$ cat src/rtl/regfile_dump_reader.sv
// Walks a programmed register range through one register-file read port and
// streams each value out over valid/ready, tagged with its index, while summing a checksum.
module regfile_dump_reader #(
    parameter bit SKIP_ZERO = 1'b0
) (
    input  logic        clk,
    input  logic        reset,
    input  logic        start,
    input  logic [4:0]  first_reg,
    input  logic [4:0]  last_reg,
    output logic [4:0]  rd_addr,
    input  logic [31:0] rd_data,
    output logic        out_valid,
    input  logic        out_ready,
    output logic [31:0] out_data,
    output logic [4:0]  out_index,
    output logic        out_last,
    output logic        busy,
    output logic        done,
    output logic [31:0] checksum
);

    localparam logic [1:0] ST_IDLE = 2'd0;
    localparam logic [1:0] ST_READ = 2'd1;
    localparam logic [1:0] ST_SEND = 2'd2;
    localparam logic [1:0] ST_DONE = 2'd3;

    logic [1:0]  state_reg, state_next;
    logic [4:0]  idx_reg, idx_next;
    logic [4:0]  end_idx_reg, end_idx_next;
    logic [4:0]  rd_addr_reg, rd_addr_next;
    logic [31:0] data_reg, data_next;
    logic [4:0]  index_reg, index_next;
    logic        last_flag_reg, last_flag_next;
    logic [31:0] checksum_reg, checksum_next;
    logic [4:0]  idx_inc;

    assign idx_inc = idx_reg + 5'd1;

    always_comb begin
        state_next     = state_reg;
        idx_next       = idx_reg;
        end_idx_next   = end_idx_reg;
        rd_addr_next   = rd_addr_reg;
        data_next      = data_reg;
        index_next     = index_reg;
        last_flag_next = last_flag_reg;
        checksum_next  = checksum_reg;

        case (state_reg)
            ST_IDLE: begin
                if (start) begin
                    end_idx_next  = last_reg;
                    checksum_next = 32'd0;
                    idx_next      = first_reg;
                    state_next    = ST_READ;
                    // Index 0 is skipped up front; a range ending at 0 is then empty.
                    if (SKIP_ZERO && first_reg == 5'd0) begin
                        if (last_reg != 5'd0) begin
                            idx_next = 5'd1;
                        end else begin
                            state_next = ST_DONE;
                        end
                    end
                end
            end
            ST_READ: begin
                data_next      = rd_data;
                index_next     = idx_reg;
                last_flag_next = (idx_reg == end_idx_reg);
                state_next     = ST_SEND;
            end
            ST_SEND: begin
                if (out_ready) begin
                    checksum_next = checksum_reg + data_reg;
                    if (last_flag_reg) begin
                        state_next = ST_DONE;
                    end else begin
                        idx_next   = idx_inc;
                        state_next = ST_READ;
                        // Wrapping onto a skipped index 0 either hops to 1 or ends the walk.
                        if (SKIP_ZERO && idx_inc == 5'd0) begin
                            if (end_idx_reg == 5'd0) begin
                                state_next = ST_DONE;
                            end else begin
                                idx_next = 5'd1;
                            end
                        end
                    end
                end
            end
            default: begin
                state_next = ST_IDLE;
            end
        endcase

        // Address is presented for the whole READ cycle, otherwise it holds.
        if (state_next == ST_READ) begin
            rd_addr_next = idx_next;
        end
    end

    always_ff @(posedge clk) begin
        if (reset) begin
            state_reg     <= ST_IDLE;
            idx_reg       <= 5'd0;
            end_idx_reg   <= 5'd0;
            rd_addr_reg   <= 5'd0;
            data_reg      <= 32'd0;
            index_reg     <= 5'd0;
            last_flag_reg <= 1'b0;
            checksum_reg  <= 32'd0;
        end else begin
            state_reg     <= state_next;
            idx_reg       <= idx_next;
            end_idx_reg   <= end_idx_next;
            rd_addr_reg   <= rd_addr_next;
            data_reg      <= data_next;
            index_reg     <= index_next;
            last_flag_reg <= last_flag_next;
            checksum_reg  <= checksum_next;
        end
    end

    assign rd_addr   = rd_addr_reg;
    assign out_valid = (state_reg == ST_SEND);
    assign out_data  = data_reg;
    assign out_index = index_reg;
    assign out_last  = last_flag_reg;
    assign busy      = (state_reg == ST_READ) || (state_reg == ST_SEND);
    assign done      = (state_reg == ST_DONE);
    assign checksum  = checksum_reg;

endmodule
$ cat config.mk
export PLATFORM = sky130hd
export DESIGN_NAME = regfile_dump_reader
export DESIGN_NICKNAME = d
export VERILOG_FILES = /design/src/rtl/regfile_dump_reader.sv
export SDC_FILE = /design/constraint.sdc
export NUM_CORES = 1
export LEC_CHECK = 0
export BUFFER_PORTS_ARGS = -buffer_cell sky130_fd_sc_hd__buf_2
export CAP_MARGIN = 10
export CORE_MARGIN = 4
export CORE_UTILIZATION = 40
export DETAILED_ROUTE_END_ITERATION = 10
export PLACE_DENSITY_LB_ADDON = 0.12
export SKIP_CTS_REPAIR_TIMING = 1
export SLEW_MARGIN = 20
export SYNTH_ARGS = -nofsm -noshare
export SYNTH_HDL_FRONTEND = slang
export SYNTH_SLANG_ARGS = --single-unit
export TNS_END_PERCENT = 50
$ cat constraint.sdc
create_clock -name clk -period 3.6 [get_ports clk]
set_clock_uncertainty 0.1 [all_clocks]
set_input_delay 0 -clock clk [delete_from_list [all_inputs] [get_ports clk]]
set_output_delay 0 -clock clk [all_outputs]
set_load 0.02 [all_outputs]
==> out/qor.csv, run 1 <==
metric;value;unit
clk_path_buf_depth;2;
final_util;54.2;%
clkSinkCount;87;
placed_area;5560;um2
start_util;41.4;%
combPwrFrac;23.9;%
grt_start_max_net_pins;71;
crit_top_cell;inv_1;
yosys-top-cells-area;dfxtp_1 (36%), ha_1 (9.4%), mux2i_1 (8.1%), nor2_1 (5.8%), nand2_1 (4.7%);
seq_area_frac_synth;36.2;%
max_freq;0.344;GHz
ios;124;
ir_drop;0.000195;V
synthTopCellsByCount;dfxtp_1 (87), nor2_1 (75), nand2_1 (60);
min_period_over_period;80.8;%
clkPwrFrac;35.8;%
crit_type;reg -> reg;
rows;39;
vias;4696;
nFillCells;1104;
syn2layout_area_growth;30.7;%
swShare;30.6;%
cts_tree;built;
root_buffer;clkbuf_16;
yosys.area.top_type;dfxtp_1;
clk_pin_slew_worst_paths;0.06;ns
ys_types;54;
dp_hpwl;9600;um
overflow;0;
seq_power_share;40.2;%
die_h;118;um
diodes;0;
setup_tns;0;ns
setup_viol;0;
synth_top_area_share;36.2;%
cp_slowest_cell;or3_1;
io_buffers;123;
switchingPower;0.000842;W
htreeDepth;3;
wirelength;13400;um
synth-seq-cells;87;
synthesis.instances;570;
synth_area;4810;um2
via_per_inst;5.36;
layout.nets;811;
stdcell_area;6290;um2
crit_path_end_kind;flip-flop;
async_flop_share;0;%
die_x;118;um
routedWlPerCell;15.3;um
place.gp.congestion;0.853;
crit_path_max_fanout;20;
path_cells;inv_1 -> ha_1 -> inv_1 -> o21ai_1 -> or3_1 -> nor3b_1 -> mux2i_1 -> nand3_1;
p_leak;2.91;nW
power_density;437;nW/um2
avgSynthCellArea;8.44;um2
firstDrtPassIters;4;
violations;hold timing;
p_int;0.00190;W
whs;-0.0176;ns
antenna_found_initial;0;
final_hold_viol_count;6;
yosysMostFrequentCell;dfxtp_1;
grt_pass1_vias;4397;
initialDrtViolationCount;305;
status;complete, but fails checks;
core_area;11600;um2
worst_pin_slew;0.748;ns
drc;0;
maxCapViolCount;0;
grt_usage;18.9;%
syn_nets;653;
ant_nets;0;
cp.arrival;3.04;ns
period_minus_slack;2.91;ns
hp-class;in -> reg;
insertion_delay;0.34;ns
synth_edf_count;0;
die-area;13900;um2
rsz0062_at_grt;no;
startpoint_type;flip-flop;
cts_buffers;9;
critPathMaxStageDelay;0.66;ns
cp.required;3.72;ns
drive_gt1_share;20.7;%
grt_first_pass_wirelength;21700;um
synth_flop_cell;dfxtp_1;
report.final.slew_viol_count;0;
slew-limit-headroom;50.1;%
yosys_warnings;0;
## per-layer routing
metal	wire, um	global-route usage (%)
met1	6150	24.9
met4	185	6.37
met3	825	4.23
met2	6230	30.4
met5	0	0
## final cells by class
type | count | area, um2 | area share (%)
multi-input combinational | 446 | 2930 | 46.6
sequential | 87 | 1740 | 27.7
timing repair buffer | 169 | 1070 | 16.9
clock buffer | 9 | 225 | 3.58
tap | 143 | 179 | 2.84
clock inverter | 7 | 87.6 | 1.39
inverter | 15 | 56.3 | 0.895
## power groups by stage
stage	clock network, W	registers, W	logic, W
4_1_cts	0.00101	0.00110	0.000630
3_5_place_dp	0	0.00113	0.000624
2_1_floorplan	0	0.00118	0.000373
3_3_place_gp	0	0.00112	0.000614
5_1_grt	0.00106	0.00112	0.000730
6_report	0.000984	0.00110	0.000657
## placed cells by master, fill, tap and decap left out, types with 2 or more instances in the layout
cell type and instances:
or2_2 2, a211o_1 2, nor3_1 11, a21o_1 11, a32o_1 2, o21ai_1 2, o31ai_1 3, inv_1 15
bufinv_16 2, xor2_1 12, a211oi_1 9, a221oi_1 3, dlygate4sd3_1 42, buf_4 4, a222oi_1 4, and3_1 2
nand3_1 7, mux2i_1 39, xnor2_1 20, ha_1 35, o21a_1 4, o21bai_1 4, nand2_1 60, or3_1 2
a22oi_1 7, clkbuf_16 9, o211ai_1 5, o21ai_0 31, nand2b_1 9, clkinv_2 4, buf_2 123, a31oi_1 5
a21oi_1 44, dfxtp_1 87, nor2b_1 4, nand4_1 10, a21o_2 2, nor2_1 75
## path summary, 6_finish.rpt
path,start,end,slack [ns],cells after the start
worst max register to register,state_reg[0]$_SDFF_PP0_,checksum[31]$_SDFFE_PP0P_,0.69,8
worst min-delay path,start,end_idx_reg[4]$_SDFFE_PP0P_,-0.02,4
worst max-delay path,state_reg[0]$_SDFF_PP0_,checksum[31]$_SDFFE_PP0P_,0.69,8
worst min register to register,end_idx_reg[2]$_SDFFE_PP0P_,end_idx_reg[2]$_SDFFE_PP0P_,0.38,2
## cells by family (layout without fill, tap and decap cells)
kind of cell,after synthesis,in the layout,synth area share (%)
AO/OA/AOI/OAI,146,146,19.3
flip-flops,87,87,36.2
multiplexers,40,40,8.34
AND/OR/NAND/NOR,191,191,17.6
adder cells (fa/ha/maj),37,37,9.77
buffers and inverters,37,200,2.91
XOR/XNOR,32,32,5.82
## critical path: cells and delay by family, from the launching register on
family          cells  cell delay [ns]
flops               1             0.34
fa+ha+maj           1             0.51
buf+inv             2             0.34
mux                 1             0.17
simple gates        3             0.89
compound gates      1             0.43
## through the flow
stage	std cells	total power, W	hold WS [ns]	setup WS (ns)
CTS	834	0.00275	-0.219	0.672
detailed placement	818	0.00175	0.142	0.690
global route	876	0.00290	0.00889	0.356
global placement	818	0.00173	0.131	0.864
finish	876	0.00275	-0.0176	0.689
floorplan	570	0.00155	0.0360	0.937
Power figures use the tool's default switching activity.
==> inputs of run 2 (changes only) <==
--- a/config.mk
+++ b/config.mk
@@ -5,6 +5,7 @@
 export SDC_FILE = /design/constraint.sdc
 export NUM_CORES = 1
 export LEC_CHECK = 0
+export ABC_AREA = 1
 export BUFFER_PORTS_ARGS = -buffer_cell sky130_fd_sc_hd__buf_2
 export CAP_MARGIN = 10
 export CORE_MARGIN = 4
==> constraint.sdc (replaced) <==
create_clock -name clk -period 2.3 [get_ports clk]
set_clock_uncertainty 0.1 [all_clocks]
set_input_delay 0 -clock clk [delete_from_list [all_inputs] [get_ports clk]]
set_output_delay 0 -clock clk [all_outputs]
set_load 0.02 [all_outputs]
==> out/qor.csv, run 2 <==
metric;value;unit
multiInputGateArea;3410;um2
cts_tree;built;
power_density;933;nW/um2
ys_types;35;
report.final.slew_viol_count;0;
period_minus_slack;2.11;ns
swShare;44.5;%
path_cells;ha_1 -> nor2_1 -> a21oi_1 -> nand3_1 -> nand3_1 -> nand2_1 -> nand2_1 -> nand2_1 -> nand3_1 -> a21oi_1;
synth_top_area_share;30.2;%
clk_path_buf_depth;2;
start_util;41.2;%
die_h;128;um
rows;43;
grt_start_max_net_pins;47;
yosysMostFrequentCell;nand2_1;
io_buffers;123;
crit_type;reg -> reg;
synth_area;5760;um2
grt_pass1_vias;5659;
min_period_over_period;91.7;%
p_leak;3.96;nW
routedWlPerCell;13.4;um
ant_nets;0;
dp_hpwl;12700;um
rsz0062_at_grt;no;
yosys.area.top_type;dfxtp_1;
regArea;1740;um2
nFillCells;1482;
final_hold_viol_count;0;
cts_buffers;9;
core_area;14000;um2
ir_drop;0.000695;V
drc;0;
mostFrequentLayoutCell;nand2_1;
wirelength;17100;um
seq_power_share;31.7;%
synth-seq-cells;87;
critPathMaxStageDelay;0.39;ns
whs;0.0102;ns
mostFrequentLayoutCells;nand2_1 (279), inv_1 (135), nor2_1 (123), buf_2 (123), dfxtp_1 (87);
overflow;0;
place.gp.congestion;0.948;
clkPwrFrac;22.3;%
slew-limit-headroom;58.1;%
status;finished, final reports clean;
antenna_found_initial;0;
clkSinkCount;87;
synth_flop_cell;dfxtp_1;
avgSynthCellArea;6.29;um2
grt_usage;20.8;%
grt_first_pass_wirelength;27400;um
maxCapViolCount;0;
yosys_warnings;0;
firstDrtPassIters;4;
seq_area_frac_synth;30.2;%
setup_tns;0;ns
via_per_inst;4.76;
synth_edf_count;0;
crit_path_end_kind;flip-flop;
clk_pin_slew_worst_paths;0.07;ns
p_int;0.00384;W
r2r_slack;0.19;ns
cp.arrival;2.22;ns
cp_slowest_cell;ha_1;
insertion_delay;0.36;ns
syn_nets;999;
initialDrtViolationCount;370;
root_buffer;clkbuf_16;
hp-class;in -> reg;
yosys-top-cells-area;dfxtp_1 (30%), nand2_1 (18%), inv_1 (8.9%), nor2_1 (8.0%), ha_1 (7.8%);
async_flop_share;0;%
ios;124;
switchingPower;0.00307;W
die_x;128;um
vias;6068;
crit_path_max_fanout;6;
htreeDepth;3;
combPwrFrac;46.0;%
setup_viol;0;
layout.nets;1174;
syn2layout_area_growth;28.5;%
die-area;16400;um2
cp.required;2.41;ns
startpoint_type;flip-flop;
synthesis.instances;916;
drive_gt1_share;19.7;%
worst_pin_slew;0.628;ns
max_freq;0.474;GHz
synthTopCellsByCount;nand2_1 (280), inv_1 (136), nor2_1 (123);
diodes;0;
-- run 2: cell types whose count changed in the layout (fill, tap and decap cells not counted), moves of 17 or more --
cell | previous run | this run
xnor2_1 | 20 | 2
nand2_1 | 60 | 279
a21oi_2 | 1 | 18
mux2i_1 | 39 | 0
o21ai_0 | 31 | 50
nor2_1 | 75 | 123
nand3_2 | 0 | 20
inv_1 | 15 | 135
nand3_1 | 7 | 37
-- run 2: worst max-delay path: cells and delay by family, from the launching register on --
family	cells	cell delay, ns
flip-flops	1	0.33
AND/OR/NAND/NOR	7	0.82
AO/OA/AOI/OAI	2	0.32
adder cells (fa/ha/maj)	1	0.39
-- run 2: cell type report --
type | instances | share of cell area (%)
Clock buffer | 10 | 3.09
Clock inverter | 6 | 1.03
Inverter | 138 | 6.99
Multi-Input combinational cell | 669 | 46.0
Sequential cell | 87 | 23.5
Tap cell | 180 | 3.04
Timing Repair Buffer | 186 | 16.3
-- run 2: path summary, 6_finish.rpt --
| kind | from | end | cells after the start |
|---|---|---|---|
| max | out_data[2]$_SDFFE_PP0P_ | checksum[19]$_SDFFE_PP0P_ | 10 |
| min | out_ready | state_reg[0]$_SDFF_PP0_ | 5 |
| max reg2reg | out_data[2]$_SDFFE_PP0P_ | checksum[19]$_SDFFE_PP0P_ | 10 |
| min reg2reg | end_idx_reg[1]$_SDFFE_PP0P_ | end_idx_reg[1]$_SDFFE_PP0P_ | 2 |
-- run 2: per-layer routing --
layer / GRT usage, % / routed length [um]
met1: 28.2 / 8310
met2: 33.7 / 7670
met3: 4.29 / 824
met4: 5.74 / 255
met5: 0 / 0
-- run 2: through the flow --
step | instances | setup WS [ns] | total power [W] | util [%] | area [um2]
2_1_floorplan | 916 | 0.219 | 0.00436 | - | 5760
3_3_place_gp | 1214 | 0.140 | 0.00534 | 47.3 | 6620
3_5_place_dp | 1214 | 0.0943 | 0.00534 | 47.3 | 6620
4_1_cts | 1230 | 0.0737 | 0.00691 | 49.5 | 6930
5_1_grt | 1276 | 0.0276 | 0.00745 | 52.9 | 7410
6_report | 1276 | 0.190 | 0.00691 | 52.9 | 7410
-- run 2: kinds of logic (layout without fill, tap and decap cells) --
group	after synthesis	count (layout)	share of synthesized area [%]
buffers and inverters	160	340	10.9
AND/OR/NAND/NOR	485	485	35.6
adder cells (fa/ha/maj)	37	37	8.16
flip-flops	87	87	30.2
XOR/XNOR	5	5	0.760
AO/OA/AOI/OAI	142	142	14.3
-- run 2: power by group through the flow --
stage	clock, W	sequential [W]	combinational [W]
6_report	0.00154	0.00219	0.00318
3_5_place_dp	0	0.00222	0.00312
5_1_grt	0.00163	0.00224	0.00357
4_1_cts	0.00158	0.00219	0.00314
2_1_floorplan	0	0.00256	0.00180
3_3_place_gp	0	0.00221	0.00313
